[src/rtl/riscv_rf_pkg.sv]
// Shared state encoding and write arbitration for the RV12 multi-port register file.
// Arbitration runs on zero-extended addresses so one helper serves any port count up to RF_MAX_WR.
package riscv_rf_pkg;

  localparam int RF_MAX_WR = 8;
  localparam int RF_MAX_AW = 8;

  typedef enum logic {
    CLEAR = 1'b0,
    RUN   = 1'b1
  } rf_state_e;

  // Winning source for one register: debug port, or write port number 'port'.
  typedef struct packed {
    logic       hit;
    logic       dbg;
    logic [2:0] port;
  } rf_win_t;

  // Later (higher-numbered) ports override earlier ones; debug overrides all; x0 never wins.
  function automatic rf_win_t rf_win_sel(
    input logic [RF_MAX_AW-1:0]                addr,
    input logic                                dbg_en,
    input logic [RF_MAX_AW-1:0]                dbg_addr,
    input logic [RF_MAX_WR-1:0]                we,
    input logic [RF_MAX_WR-1:0][RF_MAX_AW-1:0] dst
  );
    rf_win_t win;
    win = '0;
    if (addr != '0) begin
      for (int i = 0; i < RF_MAX_WR; i++) begin
        if (we[i] && (dst[i] == addr)) begin
          win.hit  = 1'b1;
          win.dbg  = 1'b0;
          win.port = 3'(i);
        end
      end
      if (dbg_en && (dbg_addr == addr)) begin
        win.hit = 1'b1;
        win.dbg = 1'b1;
      end
    end
    return win;
  endfunction

endpackage

[src/rtl/riscv_rf_rdport.sv]
// One registered read port: 1-cycle latency, x0 and clear-phase reads forced to zero.
// Bypass data, when offered by the parent, replaces the stored value for this edge.
module riscv_rf_rdport #(
  parameter int XLEN    = 32,
  parameter int AR_BITS = 5
) (
  input  logic               clk,
  input  logic               rstn,
  input  logic               clr_i,
  input  logic [AR_BITS-1:0] addr_i,
  input  logic [XLEN-1:0]    rd_dat_i,
  input  logic               byp_vld_i,
  input  logic [XLEN-1:0]    byp_dat_i,
  output logic [XLEN-1:0]    dat_o
);

  logic            zero_q, zero_d;
  logic [XLEN-1:0] dat_q, dat_d;

  always_comb begin
    zero_d = clr_i || (addr_i == '0);
    dat_d  = byp_vld_i ? byp_dat_i : rd_dat_i;
  end

  always_ff @(posedge clk) begin
    if (!rstn) begin
      zero_q <= 1'b1;
      dat_q  <= '0;
    end else begin
      zero_q <= zero_d;
      dat_q  <= dat_d;
    end
  end

  assign dat_o = zero_q ? '0 : dat_q;

endmodule

[src/rtl/riscv_rf_mp.sv]
// RV12 integer register file: RDPORTS read pairs + debug read (1-cycle), WRPORTS write ports, post-reset clear; rf_busy stalls the pipeline.
// Optional read-during-write forwarding under `define RISCV_RF_BYPASS_EN.
module riscv_rf_mp
  import riscv_rf_pkg::*;
#(
  parameter int XLEN    = 32,
  parameter int RDPORTS = 2,
  parameter int WRPORTS = 1,
  parameter int AR_BITS = 5
) (
  input  logic                            clk,
  input  logic                            rstn,
  input  logic [RDPORTS-1:0][AR_BITS-1:0] rf_src1,
  input  logic [RDPORTS-1:0][AR_BITS-1:0] rf_src2,
  output logic [RDPORTS-1:0][XLEN-1:0]    rf_srcv1,
  output logic [RDPORTS-1:0][XLEN-1:0]    rf_srcv2,
  input  logic [WRPORTS-1:0][AR_BITS-1:0] rf_dst,
  input  logic [WRPORTS-1:0][XLEN-1:0]    rf_dstv,
  input  logic [WRPORTS-1:0]              rf_we,
  output logic                            rf_busy,
  input  logic                            du_stall,
  input  logic                            du_we_rf,
  input  logic [XLEN-1:0]                 du_dato,
  input  logic [11:0]                     du_addr,
  output logic [XLEN-1:0]                 du_dati_rf
);

  localparam int NREGS = 2 ** AR_BITS;
  localparam int NRD   = 2 * RDPORTS + 1;

  rf_state_e          state_q, state_d;
  logic [AR_BITS-1:0] ptr_q, ptr_d;
  logic [XLEN-1:0]    mem_q [NREGS];
  logic               run;

  logic [RF_MAX_WR-1:0]                we_pad;
  logic [RF_MAX_WR-1:0][RF_MAX_AW-1:0] dst_pad;
  logic [RF_MAX_WR-1:0][XLEN-1:0]      dstv_pad;
  logic [RF_MAX_AW-1:0]                du_addr_pad;
  logic                                du_we;
  logic                                unused_du_addr;

  rf_win_t [NREGS-1:0]           mem_win;
  logic    [NREGS-1:0]           mem_we;
  logic    [NREGS-1:0][XLEN-1:0] mem_wd;

  logic [NRD-1:0][AR_BITS-1:0] rd_addr;
  logic [NRD-1:0][XLEN-1:0]    rd_dat;

  always_comb begin
    state_d = state_q;
    ptr_d   = ptr_q;
    if (state_q == CLEAR) begin
      ptr_d = ptr_q + 1'b1;
      if (ptr_q == AR_BITS'(NREGS - 1)) state_d = RUN;
    end
  end

  always_ff @(posedge clk) begin
    if (!rstn) begin
      state_q <= CLEAR;
      ptr_q   <= AR_BITS'(1);
    end else begin
      state_q <= state_d;
      ptr_q   <= ptr_d;
    end
  end

  assign rf_busy = (state_q == CLEAR);
  assign run     = (state_q == RUN) && rstn;

  always_comb begin
    we_pad   = '0;
    dst_pad  = '0;
    dstv_pad = '0;
    for (int w = 0; w < WRPORTS; w++) begin
      we_pad[w]   = rf_we[w] & run;
      dst_pad[w]  = RF_MAX_AW'(rf_dst[w]);
      dstv_pad[w] = rf_dstv[w];
    end
  end

  assign du_we          = du_we_rf & du_stall & run;
  assign du_addr_pad    = RF_MAX_AW'(du_addr[AR_BITS-1:0]);
  assign unused_du_addr = ^du_addr[11:AR_BITS];

  // Per-register winner; the same result feeds storage and forwarding.
  always_comb begin
    for (int i = 0; i < NREGS; i++) begin
      mem_win[i] = rf_win_sel(RF_MAX_AW'(i), du_we, du_addr_pad, we_pad, dst_pad);
      mem_we[i]  = mem_win[i].hit;
      mem_wd[i]  = mem_win[i].dbg ? du_dato : dstv_pad[mem_win[i].port];
    end
  end

  always_ff @(posedge clk) begin
    for (int i = 0; i < NREGS; i++) begin
      if (i == 0) begin
        mem_q[i] <= '0;
      end else if (state_q == CLEAR) begin
        if (rstn && (ptr_q == AR_BITS'(i))) mem_q[i] <= '0;
      end else if (mem_we[i]) begin
        mem_q[i] <= mem_wd[i];
      end
    end
  end

  always_comb begin
    for (int p = 0; p < RDPORTS; p++) begin
      rd_addr[p]           = rf_src1[p];
      rd_addr[RDPORTS + p] = rf_src2[p];
    end
    rd_addr[NRD-1] = du_addr[AR_BITS-1:0];
  end

  for (genvar k = 0; k < NRD; k++) begin : g_rd
    logic            byp_vld;
    logic [XLEN-1:0] byp_dat;
`ifdef RISCV_RF_BYPASS_EN
    assign byp_vld = mem_we[rd_addr[k]];
    assign byp_dat = mem_wd[rd_addr[k]];
`else
    assign byp_vld = 1'b0;
    assign byp_dat = '0;
`endif
    riscv_rf_rdport #(
      .XLEN    (XLEN),
      .AR_BITS (AR_BITS)
    ) u_rdport (
      .clk       (clk),
      .rstn      (rstn),
      .clr_i     (rf_busy),
      .addr_i    (rd_addr[k]),
      .rd_dat_i  (mem_q[rd_addr[k]]),
      .byp_vld_i (byp_vld),
      .byp_dat_i (byp_dat),
      .dat_o     (rd_dat[k])
    );
  end

  always_comb begin
    for (int p = 0; p < RDPORTS; p++) begin
      rf_srcv1[p] = rd_dat[p];
      rf_srcv2[p] = rd_dat[RDPORTS + p];
    end
  end

  assign du_dati_rf = rd_dat[NRD-1];

endmodule

[config.mk]
export PLATFORM = sky130hd
export DESIGN_NAME = riscv_rf_mp
export DESIGN_NICKNAME = d
export VERILOG_FILES = /design/src/rtl/riscv_rf_pkg.sv /design/src/rtl/riscv_rf_rdport.sv /design/src/rtl/riscv_rf_mp.sv
export SDC_FILE = /design/constraint.sdc
export NUM_CORES = 2
export LEC_CHECK = 0
export CORE_UTILIZATION = 40
export DETAILED_ROUTE_END_ITERATION = 10
export PLACE_DENSITY = 0.55
export SETUP_SLACK_MARGIN = 0.15
export SYNTH_ARGS = -nofsm -noshare
export SYNTH_HDL_FRONTEND = slang
export SYNTH_HIERARCHICAL = 1
export SYNTH_SLANG_ARGS = --single-unit
[constraint.sdc]
create_clock -name clk -period 10.7 [get_ports clk]
set_clock_uncertainty 0.1 [all_clocks]
set_input_delay 2.14 -clock clk [delete_from_list [all_inputs] [get_ports clk]]
set_output_delay 2.14 -clock clk [all_outputs]
set_load 0.05 [all_outputs]
==> impl_metrics.sql <==
INSERT INTO impl_metrics (metric_group, metric, value, unit) VALUES
('cells_and_area', 'final_cell_area', '0.1038', 'mm²'),
('floorplanning', 'die_width', '483.2', 'µm'),
('worst_setup_path', 'crit_path_frequent_cell', 'sky130_fd_sc_hd__buf_4', ''),
('global_route', 'grtUsageMet1', '49.19', '%'),
('place', 'dp_area', '0.09878', 'mm²'),
('worst_setup_path', 'worst_ep_required_time', '11360', 'ps'),
('place', 'hpwlAfterDp', '290.8', 'mm'),
('clocking', 'number_of_h_tree_branching_levels', '4', ''),
('clocking', 'cts_resized', '0', ''),
('global_route', 'grt_remaining_overflow', '0', ''),
('synth', 'synth_warnings', '6', ''),
('worst_setup_path', 'ff2ff_setup_slack', '5920', 'ps'),
('run_status', 'status', 'complete, but fails checks', ''),
('clocking', 'hold_buffers', '0', ''),
('worst_setup_path', 'crit-reg2reg-capture', 'mem_q[26][10]$_SDFFCE_PN0P_', ''),
('timing', 'drv_slew', '21', ''),
('floorplanning', 'io-pin-count', '267', ''),
('power_and_ir_drop', 'ir_drop', '0.1757', 'mV'),
('timing', 'setup-violations-final', '0', ''),
('global_route', 'grt_busiest_layer', 'met2', ''),
('worst_setup_path', 'ff2ff_path_depth', '8', ''),
('routing', 'routed_via_density', '7.435', ''),
('synth', 'post_synth_num_cell_types', '62', ''),
('place', 'pre_cts_slack', '3978', 'ps'),
('floorplanning', 'die-height', '483.2', 'µm'),
('worst_setup_path', 'path_cells', 'clkbuf_8 > buf_4 > buf_4 > buf_4 > mux4_2 > mux2i_1 > o21ai_0 > a31oi_1 > a31oi_1 > mux2i_1 > nor2b_1', ''),
('routing', 'first_iter_violations', '16220', ''),
('floorplanning', 'core.rowCount', '176', ''),
('worst_setup_path', 'crit_fanout', '60', ''),
('cells_and_area', 'area_delta_synth_final', '12.12', '%'),
('clocking', 'cts_tree', 'done', ''),
('synth', 'post_synth_inst_count', '8906', ''),
('worst_setup_path', 'arrival', '7020', 'ps'),
('floorplanning', 'dieArea', '0.2335', 'mm²'),
('global_route', 'first_global_vias', '83440', ''),
('routing', 'wl', '513.7', 'mm'),
('timing', 'grt_setup_unrepaired', 'no', ''),
('cells_and_area', 'finish.net_count', '8867', ''),
('place', 'io_buffer_count', '259', ''),
('worst_setup_path', 'cp_slowest_cell', 'sky130_fd_sc_hd__buf_4', ''),
('clocking', 'cts_buffers', '146', ''),
('clocking', 'cts.clk_slew.worst_paths', '60', 'ps'),
('clocking', 'post-cts-setup-buffers', '0', ''),
('power_and_ir_drop', 'pwr_density_cell', '114.6', 'mW/mm²'),
('timing', 'setup_total_neg_slack', '0', 'ps'),
('synth', 'synth_sequential_area_ratio', '35.86', '%'),
('routing', 'vias', '88750', ''),
('global_route', 'groute.layer.met3.usage', '21.93', '%'),
('run_status', 'violations', 'max-capacitance violations, max-slew violations', ''),
('timing', 'max_slew.worst_pin.slew', '1594', 'ps'),
('routing', 'detailed_route_drc_error_count', '0', ''),
('clocking', 'clockBufferDepth', '3', ''),
('timing', 'postLayoutSetupSlackWorst', '4336', 'ps'),
('global_route', 'grt_antenna_before_repair', '35', ''),
('clocking', 'latest_clock_arrival_within_the_worst_skew_pair', '880', 'ps'),
('power_and_ir_drop', 'power_leakage', '0.03640', 'µW'),
('timing', 'layout_min_cycle_time', '6364', 'ps'),
('cells_and_area', 'post_route_cells_drive_above_1_share', '21.96', '%'),
('cells_and_area', 'final_core_utilization', '45.12', '%'),
('job', 'drv.max_cap_violation_count', '4', ''),
('clocking', 'numClockSinks', '1163', ''),
('clocking', 'cts_root_buffer', 'sky130_fd_sc_hd__clkbuf_16', ''),
('worst_setup_path', 'crit_path_start_kind', 'input pin', ''),
('timing', 'slew_headroom', '-7.422', '%'),
('synth', 'synth_seq_cells', '1163', ''),
('routing', 'post_drt_wl_per_cell', '43.04', 'µm'),
('place', 'place_congestion', '0.9921', ''),
('worst_setup_path', 'r2r-start', 'state_q$_SDFF_PN0_', ''),
('worst_setup_path', 'timing.critical_path.slowest_cell_delay', '840', 'ps'),
('routing', 'detailedRoute.firstPassIterationCount', '9', ''),
('hold_path', 'min_delay_path_depth', '2', '');
per-stage QoR:
step / hold WS (ps) / instances / total power, µW
6_report: 490.7 / 11940 / 11900
2_1_floorplan: 431.3 / 9070 / 6002
5_1_grt: 534.1 / 11910 / 12040
3_5_place_dp: 473.9 / 11630 / 6647
4_1_cts: 483.9 / 11900 / 11740
3_3_place_gp: 462.8 / 11630 / 6633
critical path: cells and delay by family:
family,cells,cell delay [ps]
AO/OA/AOI/OAI,3,930
buffers and inverters,4,2610
multiplexers,3,860
AND/OR/NAND/NOR,1,70
how the worst max path moves through the flow:
stage                                                end  slack [ps]  cells after the start
detailed placement             mem_q[6][5]$_SDFFCE_PN0P_        3980                     11
global placement               mem_q[6][5]$_SDFFCE_PN0P_        3980                     11
floorplan                     mem_q[18][0]$_SDFFCE_PN0P_        5110                      4
finish              g_rd[4].u_rdport/dat_q[7]$_SDFF_PN0_        4340                     11
global route        g_rd[4].u_rdport/dat_q[7]$_SDFF_PN0_        4580                     11
CTS                            mem_q[6][0]$_SDFFCE_PN0P_        4850                     11
cell usage after synthesis, types with 3 or more instances:
| library cell | instances | share of area [%] |
|---|---|---|
| sky130_fd_sc_hd__or4_4 | 5 | 0.061 |
| sky130_fd_sc_hd__o22ai_1 | 150 | 1.0 |
| sky130_fd_sc_hd__buf_4 | 37 | 0.30 |
| sky130_fd_sc_hd__nor2_2 | 4 | 0.027 |
| sky130_fd_sc_hd__o31ai_1 | 128 | 1.0 |
| sky130_fd_sc_hd__a32oi_1 | 4 | 0.038 |
| sky130_fd_sc_hd__o21ai_1 | 142 | 0.77 |
| sky130_fd_sc_hd__nand2b_1 | 11 | 0.074 |
| sky130_fd_sc_hd__buf_1 | 90 | 0.36 |
| sky130_fd_sc_hd__mux4_2 | 984 | 24 |
| sky130_fd_sc_hd__nand2_2 | 3 | 0.020 |
| sky130_fd_sc_hd__a22o_1 | 256 | 2.4 |
| sky130_fd_sc_hd__mux2i_1 | 613 | 6.6 |
| sky130_fd_sc_hd__nor2b_1 | 352 | 2.4 |
| sky130_fd_sc_hd__a2bb2oi_1 | 3 | 0.028 |
| sky130_fd_sc_hd__buf_6 | 22 | 0.27 |
| sky130_fd_sc_hd__mux2_2 | 179 | 2.2 |
| sky130_fd_sc_hd__nor3_1 | 11 | 0.059 |
| sky130_fd_sc_hd__a221o_1 | 16 | 0.17 |
| sky130_fd_sc_hd__nor3_2 | 16 | 0.17 |
| sky130_fd_sc_hd__nand3_1 | 30 | 0.16 |
| sky130_fd_sc_hd__nand4_1 | 3 | 0.020 |
| sky130_fd_sc_hd__and2_1 | 12 | 0.081 |
| sky130_fd_sc_hd__nor2_1 | 166 | 0.67 |
| sky130_fd_sc_hd__nand2_1 | 2171 | 8.8 |
| sky130_fd_sc_hd__or2_2 | 3 | 0.020 |
| sky130_fd_sc_hd__buf_2 | 251 | 1.4 |
| sky130_fd_sc_hd__clkbuf_1 | 649 | 2.6 |
| sky130_fd_sc_hd__o21ai_0 | 168 | 0.91 |
| sky130_fd_sc_hd__a31oi_1 | 7 | 0.047 |
| sky130_fd_sc_hd__o221ai_1 | 4 | 0.038 |
| sky130_fd_sc_hd__inv_1 | 4 | 0.016 |
| sky130_fd_sc_hd__a21oi_1 | 1026 | 5.5 |
| sky130_fd_sc_hd__o21ai_2 | 5 | 0.047 |
| sky130_fd_sc_hd__dfxtp_1 | 171 | 3.7 |
| sky130_fd_sc_hd__a221oi_1 | 13 | 0.12 |
| sky130_fd_sc_hd__a211oi_1 | 12 | 0.097 |
| sky130_fd_sc_hd__edfxtp_1 | 992 | 32 |
| sky130_fd_sc_hd__o211ai_1 | 3 | 0.024 |
| sky130_fd_sc_hd__ha_1 | 6 | 0.081 |
| sky130_fd_sc_hd__a22oi_1 | 158 | 1.3 |
layout by cell type, fill, tap and decap left out, types with 26 or more instances in the layout:
cell                              Yosys  routed
sky130_fd_sc_hd__mux4_2             984     984
sky130_fd_sc_hd__o31ai_1            128     124
sky130_fd_sc_hd__buf_4               37     325
sky130_fd_sc_hd__o22ai_1            150     149
sky130_fd_sc_hd__o21ai_0            168     139
sky130_fd_sc_hd__clkdlybuf4s50_1      0     216
sky130_fd_sc_hd__nor2b_1            352     336
sky130_fd_sc_hd__nand2_1           2171    2154
sky130_fd_sc_hd__a21oi_4              0      28
sky130_fd_sc_hd__diode_2              0      32
sky130_fd_sc_hd__a22o_1             256     256
sky130_fd_sc_hd__clkbuf_1           649      31
sky130_fd_sc_hd__mux2_2             179     179
sky130_fd_sc_hd__a21oi_1           1026     998
sky130_fd_sc_hd__edfxtp_1           992     992
sky130_fd_sc_hd__o21ai_4              0      29
sky130_fd_sc_hd__clkbuf_16            0     156
sky130_fd_sc_hd__o21ai_1            142     142
sky130_fd_sc_hd__dfxtp_1            171     166
sky130_fd_sc_hd__conb_1               1     165
sky130_fd_sc_hd__a22oi_1            158     158
sky130_fd_sc_hd__mux2i_1            613     613
sky130_fd_sc_hd__nor2_1             166     151
sky130_fd_sc_hd__clkinv_2             0      26
final cells by class:
class / instances / area, µm²
tap: 3026 / 3786
multi-input combinational: 6853 / 56740
sequential: 1163 / 33220
antenna: 32 / 80.08
fill: 21000 / 126300
inverter: 5 / 18.77
clock buffer: 198 / 4160
clock inverter: 74 / 706.9
timing repair buffer: 586 / 5121
state kept, by name, summed over array words and instances (netlist names):
register / count
g_rd.u_rdport/zero_q: 5
mem_q: 992
g_rd.u_rdport/dat_q: 160
ptr_q: 5
state_q: 1
per-layer routing:
layer	vias to the layer above	wire length, µm
li1	33230	-
met1	42930	161800
met2	9762	199800
met3	2807	92150
met4	25	59550
met5	-	390
power breakdown:
group	internal (µW)	switching (µW)
registers	4920	37.6
logic	502	1220
clock network	2960	2260
total	8380	3520
cells by family after synthesis:
family                   after synthesis  share of synthesized area, %
other                                  1                      0.004049
AND/OR/NAND/NOR                     2805                         12.74
buffers and inverters               1054                         4.939
multiplexers                        1776                         32.73
XOR/XNOR                               3                       0.02838
flip-flops                          1163                         35.86
adder cells (fa/ha/maj)                6                       0.08106
AO/OA/AOI/OAI                       2098                         13.62
No activity file was read; power rests on OpenSTA's default activity.
